[config.mk]
export PLATFORM = sky130hd
export DESIGN_NAME = note_lane_gen_flat
export DESIGN_NICKNAME = d
export VERILOG_FILES = /design/src/rtl/note_lane_gen_if.sv /design/src/rtl/note_lane_gen.sv /design/src/flat_wrapper.sv
export SDC_FILE = /design/constraint.sdc
export NUM_CORES = 1
export LEC_CHECK = 0
export CAP_MARGIN = 20
export CORE_MARGIN = 5
export CORE_UTILIZATION = 40
export CTS_BUF_LIST = sky130_fd_sc_hd__clkbuf_8
export CTS_CLUSTER_SIZE = 20
export DETAILED_ROUTE_END_ITERATION = 16
export GPL_TIMING_DRIVEN = 0
export PLACE_DENSITY_LB_ADDON = 0.2
export SLEW_MARGIN = 25
export SYNTH_ARGS = -nofsm -noshare
export SYNTH_HDL_FRONTEND = slang
export SYNTH_SLANG_ARGS = --single-unit
[constraint.sdc]
create_clock -name clk -period 3 [get_ports clk]
set_input_delay 0.45 -clock clk [delete_from_list [all_inputs] [get_ports clk]]
set_output_delay 0.45 -clock clk [all_outputs]
set_load 0.005 [all_outputs]
[src/rtl/note_lane_gen_if.sv]
// Playfield bus between the note generator and its consumers (checker, renderer).
// Latency: none, plain wires grouped for port convenience.
// Backpressure: none; run/pause is the enable line, clears are one-cycle pulses.
interface note_lane_gen_if;
    logic       enable;
    logic       clear1;
    logic       clear2;
    logic [9:0] block1_top;
    logic [9:0] block1_bot;
    logic [9:0] block2_top;
    logic [9:0] block2_bot;
    logic       block1_vis;
    logic       block2_vis;
    logic       spawn1;
    logic       spawn2;
    logic       miss1;
    logic       miss2;

    // Controller / consumer side: drives run/pause and hit clears, observes blocks.
    modport master (
        output enable, clear1, clear2,
        input  block1_top, block1_bot, block2_top, block2_bot,
        input  block1_vis, block2_vis, spawn1, spawn2, miss1, miss2
    );

    // Generator side.
    modport slave (
        input  enable, clear1, clear2,
        output block1_top, block1_bot, block2_top, block2_bot,
        output block1_vis, block2_vis, spawn1, spawn2, miss1, miss2
    );
endinterface

[src/rtl/note_lane_gen.sv]
// Two-lane falling-note generator: LFSR-spaced spawns, fixed-rate scroll, miss/hit retire.
// Latency: every output is registered, one cycle after the tick or clear that causes it.
// Backpressure: enable low freezes all state and outputs exactly; pulses are suppressed.
module note_lane_gen #(
    parameter int          TICK_DIV  = 100000,
    parameter int          SPEED     = 2,
    parameter int          BLOCK_H   = 40,
    parameter int          SCREEN_H  = 720,
    parameter int          GAP_MIN   = 3,
    parameter logic [15:0] LFSR_SEED = 16'hACE1
) (
    input  logic            clk,
    input  logic            reset,
    note_lane_gen_if.slave  bus
);
    localparam int CW = $clog2(TICK_DIV);

    typedef enum logic {
        S_WAIT = 1'b0,
        S_FALL = 1'b1
    } lane_state_t;

    logic [CW-1:0] cnt_q, cnt_d;
    logic [15:0]   lfsr_q, lfsr_d;
    logic          tick;

    lane_state_t   state_q [2];
    lane_state_t   state_d [2];
    logic [7:0]    gap_q   [2];
    logic [7:0]    gap_d   [2];
    logic [9:0]    bot_q   [2];
    logic [9:0]    bot_d   [2];
    logic [9:0]    top_q   [2];
    logic [9:0]    top_d   [2];
    logic [10:0]   nb      [2];
    logic [7:0]    reload  [2];
    logic [1:0]    vis_q, vis_d;
    logic [1:0]    spawn_q, spawn_d;
    logic [1:0]    miss_q, miss_d;
    logic [1:0]    clear;

    assign clear     = {bus.clear2, bus.clear1};
    // Lanes draw their gaps from disjoint LFSR bytes so they drift apart.
    assign reload[0] = 8'(GAP_MIN) + {2'b00, lfsr_q[5:0]};
    assign reload[1] = 8'(GAP_MIN) + {2'b00, lfsr_q[13:8]};
    assign tick      = bus.enable && (cnt_q == CW'(TICK_DIV - 1));

    // Scroll-step divider and free-running LFSR, both frozen while paused.
    always_comb begin
        cnt_d  = cnt_q;
        lfsr_d = lfsr_q;
        if (bus.enable) begin
            cnt_d  = tick ? '0 : cnt_q + CW'(1);
            lfsr_d = {lfsr_q[14:0], lfsr_q[15] ^ lfsr_q[13] ^ lfsr_q[12] ^ lfsr_q[10]};
        end
    end

    // Per-lane WAIT/FALL next state; clear outranks an exit tick so a hit never misses.
    always_comb begin
        spawn_d = '0;
        miss_d  = '0;
        vis_d   = vis_q;
        for (int i = 0; i < 2; i++) begin
            state_d[i] = state_q[i];
            gap_d[i]   = gap_q[i];
            bot_d[i]   = bot_q[i];
            top_d[i]   = top_q[i];
            nb[i]      = {1'b0, bot_q[i]} + 11'(SPEED);
            if (bus.enable) begin
                case (state_q[i])
                    S_WAIT: begin
                        if (tick) begin
                            if (gap_q[i] == 8'd0) begin
                                state_d[i] = S_FALL;
                                bot_d[i]   = '0;
                                top_d[i]   = '0;
                                vis_d[i]   = 1'b1;
                                spawn_d[i] = 1'b1;
                            end else begin
                                gap_d[i] = gap_q[i] - 8'd1;
                            end
                        end
                    end
                    S_FALL: begin
                        if (clear[i]) begin
                            state_d[i] = S_WAIT;
                            bot_d[i]   = '0;
                            top_d[i]   = '0;
                            vis_d[i]   = 1'b0;
                            gap_d[i]   = reload[i];
                        end else if (tick) begin
                            if (nb[i] >= 11'(SCREEN_H)) begin
                                state_d[i] = S_WAIT;
                                bot_d[i]   = '0;
                                top_d[i]   = '0;
                                vis_d[i]   = 1'b0;
                                miss_d[i]  = 1'b1;
                                gap_d[i]   = reload[i];
                            end else begin
                                bot_d[i] = nb[i][9:0];
                                // Top clamps at 0 while the block is still entering.
                                top_d[i] = (nb[i] >= 11'(BLOCK_H)) ? 10'(nb[i] - 11'(BLOCK_H)) : 10'd0;
                            end
                        end
                    end
                    default: state_d[i] = S_WAIT;
                endcase
            end
        end
    end

    // State and output registers with synchronous reset.
    always_ff @(posedge clk) begin
        if (reset) begin
            cnt_q   <= '0;
            lfsr_q  <= LFSR_SEED;
            vis_q   <= '0;
            spawn_q <= '0;
            miss_q  <= '0;
            for (int i = 0; i < 2; i++) begin
                state_q[i] <= S_WAIT;
                gap_q[i]   <= 8'(GAP_MIN);
                bot_q[i]   <= '0;
                top_q[i]   <= '0;
            end
        end else begin
            cnt_q   <= cnt_d;
            lfsr_q  <= lfsr_d;
            vis_q   <= vis_d;
            spawn_q <= spawn_d;
            miss_q  <= miss_d;
            for (int i = 0; i < 2; i++) begin
                state_q[i] <= state_d[i];
                gap_q[i]   <= gap_d[i];
                bot_q[i]   <= bot_d[i];
                top_q[i]   <= top_d[i];
            end
        end
    end

    assign bus.block1_top = top_q[0];
    assign bus.block1_bot = bot_q[0];
    assign bus.block2_top = top_q[1];
    assign bus.block2_bot = bot_q[1];
    assign bus.block1_vis = vis_q[0];
    assign bus.block2_vis = vis_q[1];
    assign bus.spawn1     = spawn_q[0];
    assign bus.spawn2     = spawn_q[1];
    assign bus.miss1      = miss_q[0];
    assign bus.miss2      = miss_q[1];
endmodule

[src/flat_wrapper.sv]
// flat-port wrapper written by rule: the top's interface ports become plain ports
module note_lane_gen_flat 
#(
    parameter int          TICK_DIV  = 100000,
    parameter int          SPEED     = 2,
    parameter int          BLOCK_H   = 40,
    parameter int          SCREEN_H  = 720,
    parameter int          GAP_MIN   = 3,
    parameter logic [15:0] LFSR_SEED = 16'hACE1
)
  (clk, reset, bus_enable, bus_clear1, bus_clear2, bus_block1_top, bus_block1_bot, bus_block2_top, bus_block2_bot, bus_block1_vis, bus_block2_vis, bus_spawn1, bus_spawn2, bus_miss1, bus_miss2);
  note_lane_gen_if bus_i ();
  input  logic clk;
  input  logic reset;
  input wire logic [$bits(bus_i.enable)-1:0] bus_enable;
  input wire logic [$bits(bus_i.clear1)-1:0] bus_clear1;
  input wire logic [$bits(bus_i.clear2)-1:0] bus_clear2;
  output wire logic [$bits(bus_i.block1_top)-1:0] bus_block1_top;
  output wire logic [$bits(bus_i.block1_bot)-1:0] bus_block1_bot;
  output wire logic [$bits(bus_i.block2_top)-1:0] bus_block2_top;
  output wire logic [$bits(bus_i.block2_bot)-1:0] bus_block2_bot;
  output wire logic [$bits(bus_i.block1_vis)-1:0] bus_block1_vis;
  output wire logic [$bits(bus_i.block2_vis)-1:0] bus_block2_vis;
  output wire logic [$bits(bus_i.spawn1)-1:0] bus_spawn1;
  output wire logic [$bits(bus_i.spawn2)-1:0] bus_spawn2;
  output wire logic [$bits(bus_i.miss1)-1:0] bus_miss1;
  output wire logic [$bits(bus_i.miss2)-1:0] bus_miss2;
  assign bus_i.enable = bus_enable;
  assign bus_i.clear1 = bus_clear1;
  assign bus_i.clear2 = bus_clear2;
  assign bus_block1_top = bus_i.block1_top;
  assign bus_block1_bot = bus_i.block1_bot;
  assign bus_block2_top = bus_i.block2_top;
  assign bus_block2_bot = bus_i.block2_bot;
  assign bus_block1_vis = bus_i.block1_vis;
  assign bus_block2_vis = bus_i.block2_vis;
  assign bus_spawn1 = bus_i.spawn1;
  assign bus_spawn2 = bus_i.spawn2;
  assign bus_miss1 = bus_i.miss1;
  assign bus_miss2 = bus_i.miss2;
  note_lane_gen #(.TICK_DIV(TICK_DIV), .SPEED(SPEED), .BLOCK_H(BLOCK_H), .SCREEN_H(SCREEN_H), .GAP_MIN(GAP_MIN), .LFSR_SEED(LFSR_SEED)) u_core (.clk(clk), .reset(reset), .bus(bus_i));
endmodule
* Word-level counts from Yosys, hierarchy flattened *
Memory sizes are Yosys's and may differ from the RTL's.
Index checks and enable logic that the tools add are counted.
Widths: inputs -> output; s select.

cells by class
  add/subtract/negate cells = 9
  equality and inequality tests = 9
  bitwise operators = 15
  mux-type cells = 84
  reductions and logical operators = 9
  magnitude comparators = 4

operators by type and width
  cell                   count
  $mux 10                30
  $mux 8                 14
  $pmux 10 s2            4
  $pmux 8 s2             2
  $mux 1                 29
  $add 10x2->11 const B  2
  $ge 11x10->1 const B   2
  $ge 11x6->1 const B    2
  $sub 10x6->10 const B  2
  $add 17x1->17 const B  1
  $eq 17x17->1 const B   1
  $mux 17                1
  $logic_not 8->1        2
  $sub 8x1->8 const B    2
  $add 2x6->7 const A    2
  $reduce_and 5->1       2
  $reduce_or 5->1        2
  $ne 2x1->1 const B     4
  $or 1x1->1             8
  $pmux 1 s2             4
  $ne 3x2->1 const B     2
  $ne 3x3->1 const B     2
  $reduce_or 3->1        2
  $not 1->1              4
  other kinds (2)        4

storage, ports and cells
  output and inout bits = 46
  word-level logic and storage cells = 142
  input bits = 5
  RAM bits = 58
  memories = 4
  register bits after elaboration = 39

memory list
  memory          words  bits a word  read ports  clocked after memory_dff  wr ports  line                 RTL
  u_core.bot_q    2      10           2           0                         2         note_lane_gen.sv:31  logic [9:0] bot_q [2];
  u_core.top_q    2      10           2           0                         2         note_lane_gen.sv:33  logic [9:0] top_q [2];
  u_core.gap_q    2      8            2           0                         2         note_lane_gen.sv:29  logic [7:0] gap_q [2];
  u_core.state_q  2      1            2           0                         2         note_lane_gen.sv:27  lane_state_t state_q [2];

* Longest topological paths before layout *
Gate-level depths: netlist of the first run.
An unclocked memory read counts as a cell.

  word-level depth = 10
  gate-level depth with buffers = 11
  gate-level depth less buffers = 10

* Worst setup path before layout of the first run *
Ideal clock, no wire load.

  path type = register to register
  from = memory u_core.bot_q[0][1]
  to = memory u_core.gap_q[0][1]
  setup slack = 312 ps
  data arrival time = 2,569 ps
  setup time = 120 ps
  period minus slack after synthesis = 2,688 ps
  stages on the path, launching flop included = 11
  buffers on the path = 1
  required time = 2,880 ps
  cells stage by stage = dfxtp_1 > ha_1 > xnor2_1 > ha_1 > nand2_1 > and3_1 > o22ai_1 > a31oi_2 > nand2b_1 > clkbuf_1 > a211o_1

RTL lines
  what                line
  start: declaration  note_lane_gen.sv:31
  end: declaration    note_lane_gen.sv:29

==> impl_metrics.json, run 1 <==
{
  "skew_ns": 0.01325,
  "mostFrequentLayoutCell": "dfxtp_1",
  "cts_buffers": 9,
  "final_cell_mix": "dfxtp_1, nor2_1, clkdlybuf4s50_1, nand2_1, a21oi_1",
  "grt_pass1_vias": 4482,
  "r2r_end": "u_core.gap_q[0][12]$_SDFFE_PP0P_",
  "fillCellCount": 1252,
  "portBuffers": 48,
  "overflow": 0,
  "power_density_mw_per_mm2": 364.9,
  "drtIter0Drc": 334,
  "vias": 4650,
  "post-route-drc-count": 0,
  "cts_sinks": 95,
  "relSlewSlack_pct": 47.33,
  "fin_crit_ns": 2.859,
  "synthCells": 608,
  "status": "finished, final reports clean",
  "r2r_slack_ns": 0.14,
  "antenna_cells": 0,
  "hp-start": "u_core.top_q[0][11]$_SDFFE_PP0P_",
  "drt-pass1-iter-count": 5,
  "start_util_pct": 40.47,
  "core_area_mm2": 0.01252,
  "cp_data_required_time_ns": 3.26,
  "cp_max_fo": 10,
  "cts.htree.levels": 3,
  "syn_area_mm2": 0.005066,
  "die_area_mm2": 0.01502,
  "drt-total-wl_um": 12930,
  "whs_endpoint": "u_core.top_q[0][11]$_SDFFE_PP0P_",
  "reg2regPathDepth": 9,
  "synth_edf_count": 0,
  "die_w_um": 122.5,
  "grt_max_degree": 14,
  "dpl_cell_area_mm2": 0.005766,
  "gp_congestion": 0.8889,
  "dpl.hpwl_um": 9447,
  "vias_per_cell": 5.483,
  "hold_viol": 0,
  "end_kind": "flip-flop",
  "setup_slack_ns": 0.1405,
  "max_freq_ghz": 0.3497,
  "cts_root_buf": "clkbuf_8",
  "cts_buffer_depth": 2,
  "die_h_um": 122.5,
  "tightest_slew_ns": 0.7901,
  "min_path_type": "flip-flop to flip-flop",
  "holdWs_ns": 0.4762,
  "path_class": "flip-flop to flip-flop",
  "max_cap_viol_count": 0,
  "fin_crit_sh_pct": 95.32,
  "dp_slack_ns": -0.2893,
  "regToRegStartpoint": "u_core.cnt_q[9]$_SDFFE_PP0P_",
  "slew_viol_final": 0,
  "peakVddDrop_mv": 0.3571,
  "grt_pass1_wl_um": 21790,
  "drive_above_1_share_pct": 7.840,
  "syn_area_per_cell_um2": 8.332,
  "setup-violations-final": 0,
  "synth_seq_area_share_pct": 37.54,
  "power_leakage_nw": 2.125,
  "area_growth_pct": 19.83,
  "fin_area_mm2": 0.006071,
  "synthArstFlopShare_pct": 0,
  "final_nets": 690,
  "rows": 41,
  "post-route-util_pct": 48.50,
  "grt_use_total_pct": 17.97,
  "whs_path_depth": 2,
  "synth_ff_type": "dfxtp_1",
  "worstPathArrival_ns": 3.12,
  "netlist-cell-type-count": 65,
  "clk_latency_ns": 0.37,
  "ys_seq_elements": 95,
  "rsz0062_at_grt": "false",
  "postRouteAntennaNets": 0,
  "cts.reportedPaths.clkPinSlew_ns": 0.09,
  "routedWlPerCell_um": 15.24,
  "yosysWarnings": 0,
  "antenna_found_initial": 0,
  "ios": 51,
  "cp-start-kind": "flip-flop",
  "cts_tree": "done"
}
## timing repair
item,CTS,global route
hold buffers,0,0
pin swaps,0,3
setup endpoints to repair,35,44
buffers inserted,0,5
gates resized for setup,7,15
## kinds of logic after synthesis
group	Yosys count	share of synthesized area, %
xor+xnor	44	7.607
mux	21	4.174
simple gates	242	23.98
compound gates	137	18.97
fa+ha+maj	13	3.211
buf+inv	55	4.445
other cells	1	0.07402
flops	95	37.54
## metrics by stage
stage / power, mW / setup TNS (ns) / instances
final: 2.215 / 0 / 848
after floorplan: 1.458 / 0 / 609
after detailed placement: 1.508 / -7.394 / 829
after global routing: 2.322 / 0 / 848
after CTS: 2.247 / 0 / 844
after global placement: 1.503 / -5.551 / 829
## state kept, by name, indices dropped and copies added, names as in the netlist
register / cells
u_core.spawn_q: 2
u_core.state_q: 2
u_core.lfsr_q: 16
u_core.cnt_q: 17
u_core.vis_q: 2
u_core.gap_q: 16
u_core.bot_q: 18
u_core.top_q: 20
u_core.miss_q: 2
## worst max-delay path, stage by stage (launching register included)
cell and delay, ns:
dfxtp_1 0.42, nand2_2 0.08, or4_1 0.49, buf_2 0.18
or3_4 0.39, buf_6 0.16, a211o_1 0.32, a21oi_4 0.22
nor3_2 0.10, a221o_1 0.38
## report_power, final
group	switching, mW	internal, mW	leakage, nW
registers	0.0284	1.29	0.771
clock network	0.426	0.307	0.0971
logic	0.0977	0.0692	1.26
total	0.552	1.66	2.12
## cells in the mapped netlist, drive strengths merged, types with 2 or more instances
master / number / area (µm²)
nand4: 8 / 50.05
and2: 3 / 18.77
a221o: 3 / 30.03
a211o: 5 / 43.79
mux2i: 20 / 200.2
and4: 2 / 18.77
o311ai: 3 / 26.28
nand3b: 6 / 45.04
a31oi: 4 / 31.28
buf: 8 / 48.79
o21ai: 28 / 140.1
and3: 6 / 37.54
nor2b: 9 / 56.30
dfxtp: 95 / 1902
a21oi: 34 / 181.4
xor2: 18 / 157.7
a32oi: 2 / 17.52
a211oi: 4 / 30.03
nor2: 80 / 300.3
nor4b: 5 / 43.79
a22oi: 17 / 127.6
o21a: 3 / 22.52
ha: 13 / 162.7
o211ai: 6 / 45.04
nor4: 11 / 68.82
xnor2: 26 / 227.7
or2: 2 / 12.51
nand2b: 8 / 50.05
a22o: 9 / 78.83
o31ai: 8 / 73.82
nand2: 47 / 178.9
nor3: 17 / 95.09
clkbuf: 24 / 90.09
nand3: 18 / 90.09
or3: 11 / 73.82
or4: 4 / 30.03
inv: 23 / 86.33
a2111oi: 2 / 17.52
## per-layer routing
metal,up-vias,wire length (µm),track usage (%)
met5,-,0,0
met1,2226,6095,23.37
met2,107,6151,29.51
met3,10,555,4.608
li1,2307,-,-
met4,0,125,5.108
## final cells by class
type                    instances  area (µm²)  share of cell area [%]
multi-input cells             459        3054                   50.31
plain buffers                  31       135.1                   2.226
inverters                      23       86.33                   1.422
clock buffers                  10       137.6                   2.267
repair buffers                 53       518.0                   8.533
well taps                     172       215.2                   3.545
clock inverters                 5       20.02                  0.3298
flip-flops and latches         95        1904                   31.37
## how the worst max path moves through the flow
stage                                               start                          endpoint  slack [ns]
after detailed placement                       bus_enable  u_core.bot_q[0][14]$_SDFFE_PP0P_       -0.29
after CTS                 u_core.bot_q[0][2]$_SDFFE_PP0P_   u_core.top_q[0][5]$_SDFFE_PP0P_       0.003
after global placement                         bus_enable  u_core.bot_q[0][15]$_SDFFE_PP0P_       -0.25
after floorplan           u_core.bot_q[0][1]$_SDFFE_PP0P_   u_core.gap_q[0][1]$_SDFFE_PP1P_        0.31
after global routing      u_core.bot_q[0][1]$_SDFFE_PP0P_   u_core.gap_q[0][1]$_SDFFE_PP1P_       0.002
final                        u_core.cnt_q[9]$_SDFFE_PP0P_  u_core.gap_q[0][12]$_SDFFE_PP0P_        0.14
(Power assumes the default switching activity.)
==> run 2, diff against run 1 <==
CTS_CLUSTER_DIAMETER = 60   (was default)
==> results of run 2 <==
No change in the layout: final DEF, timing and power equal those of run 1.
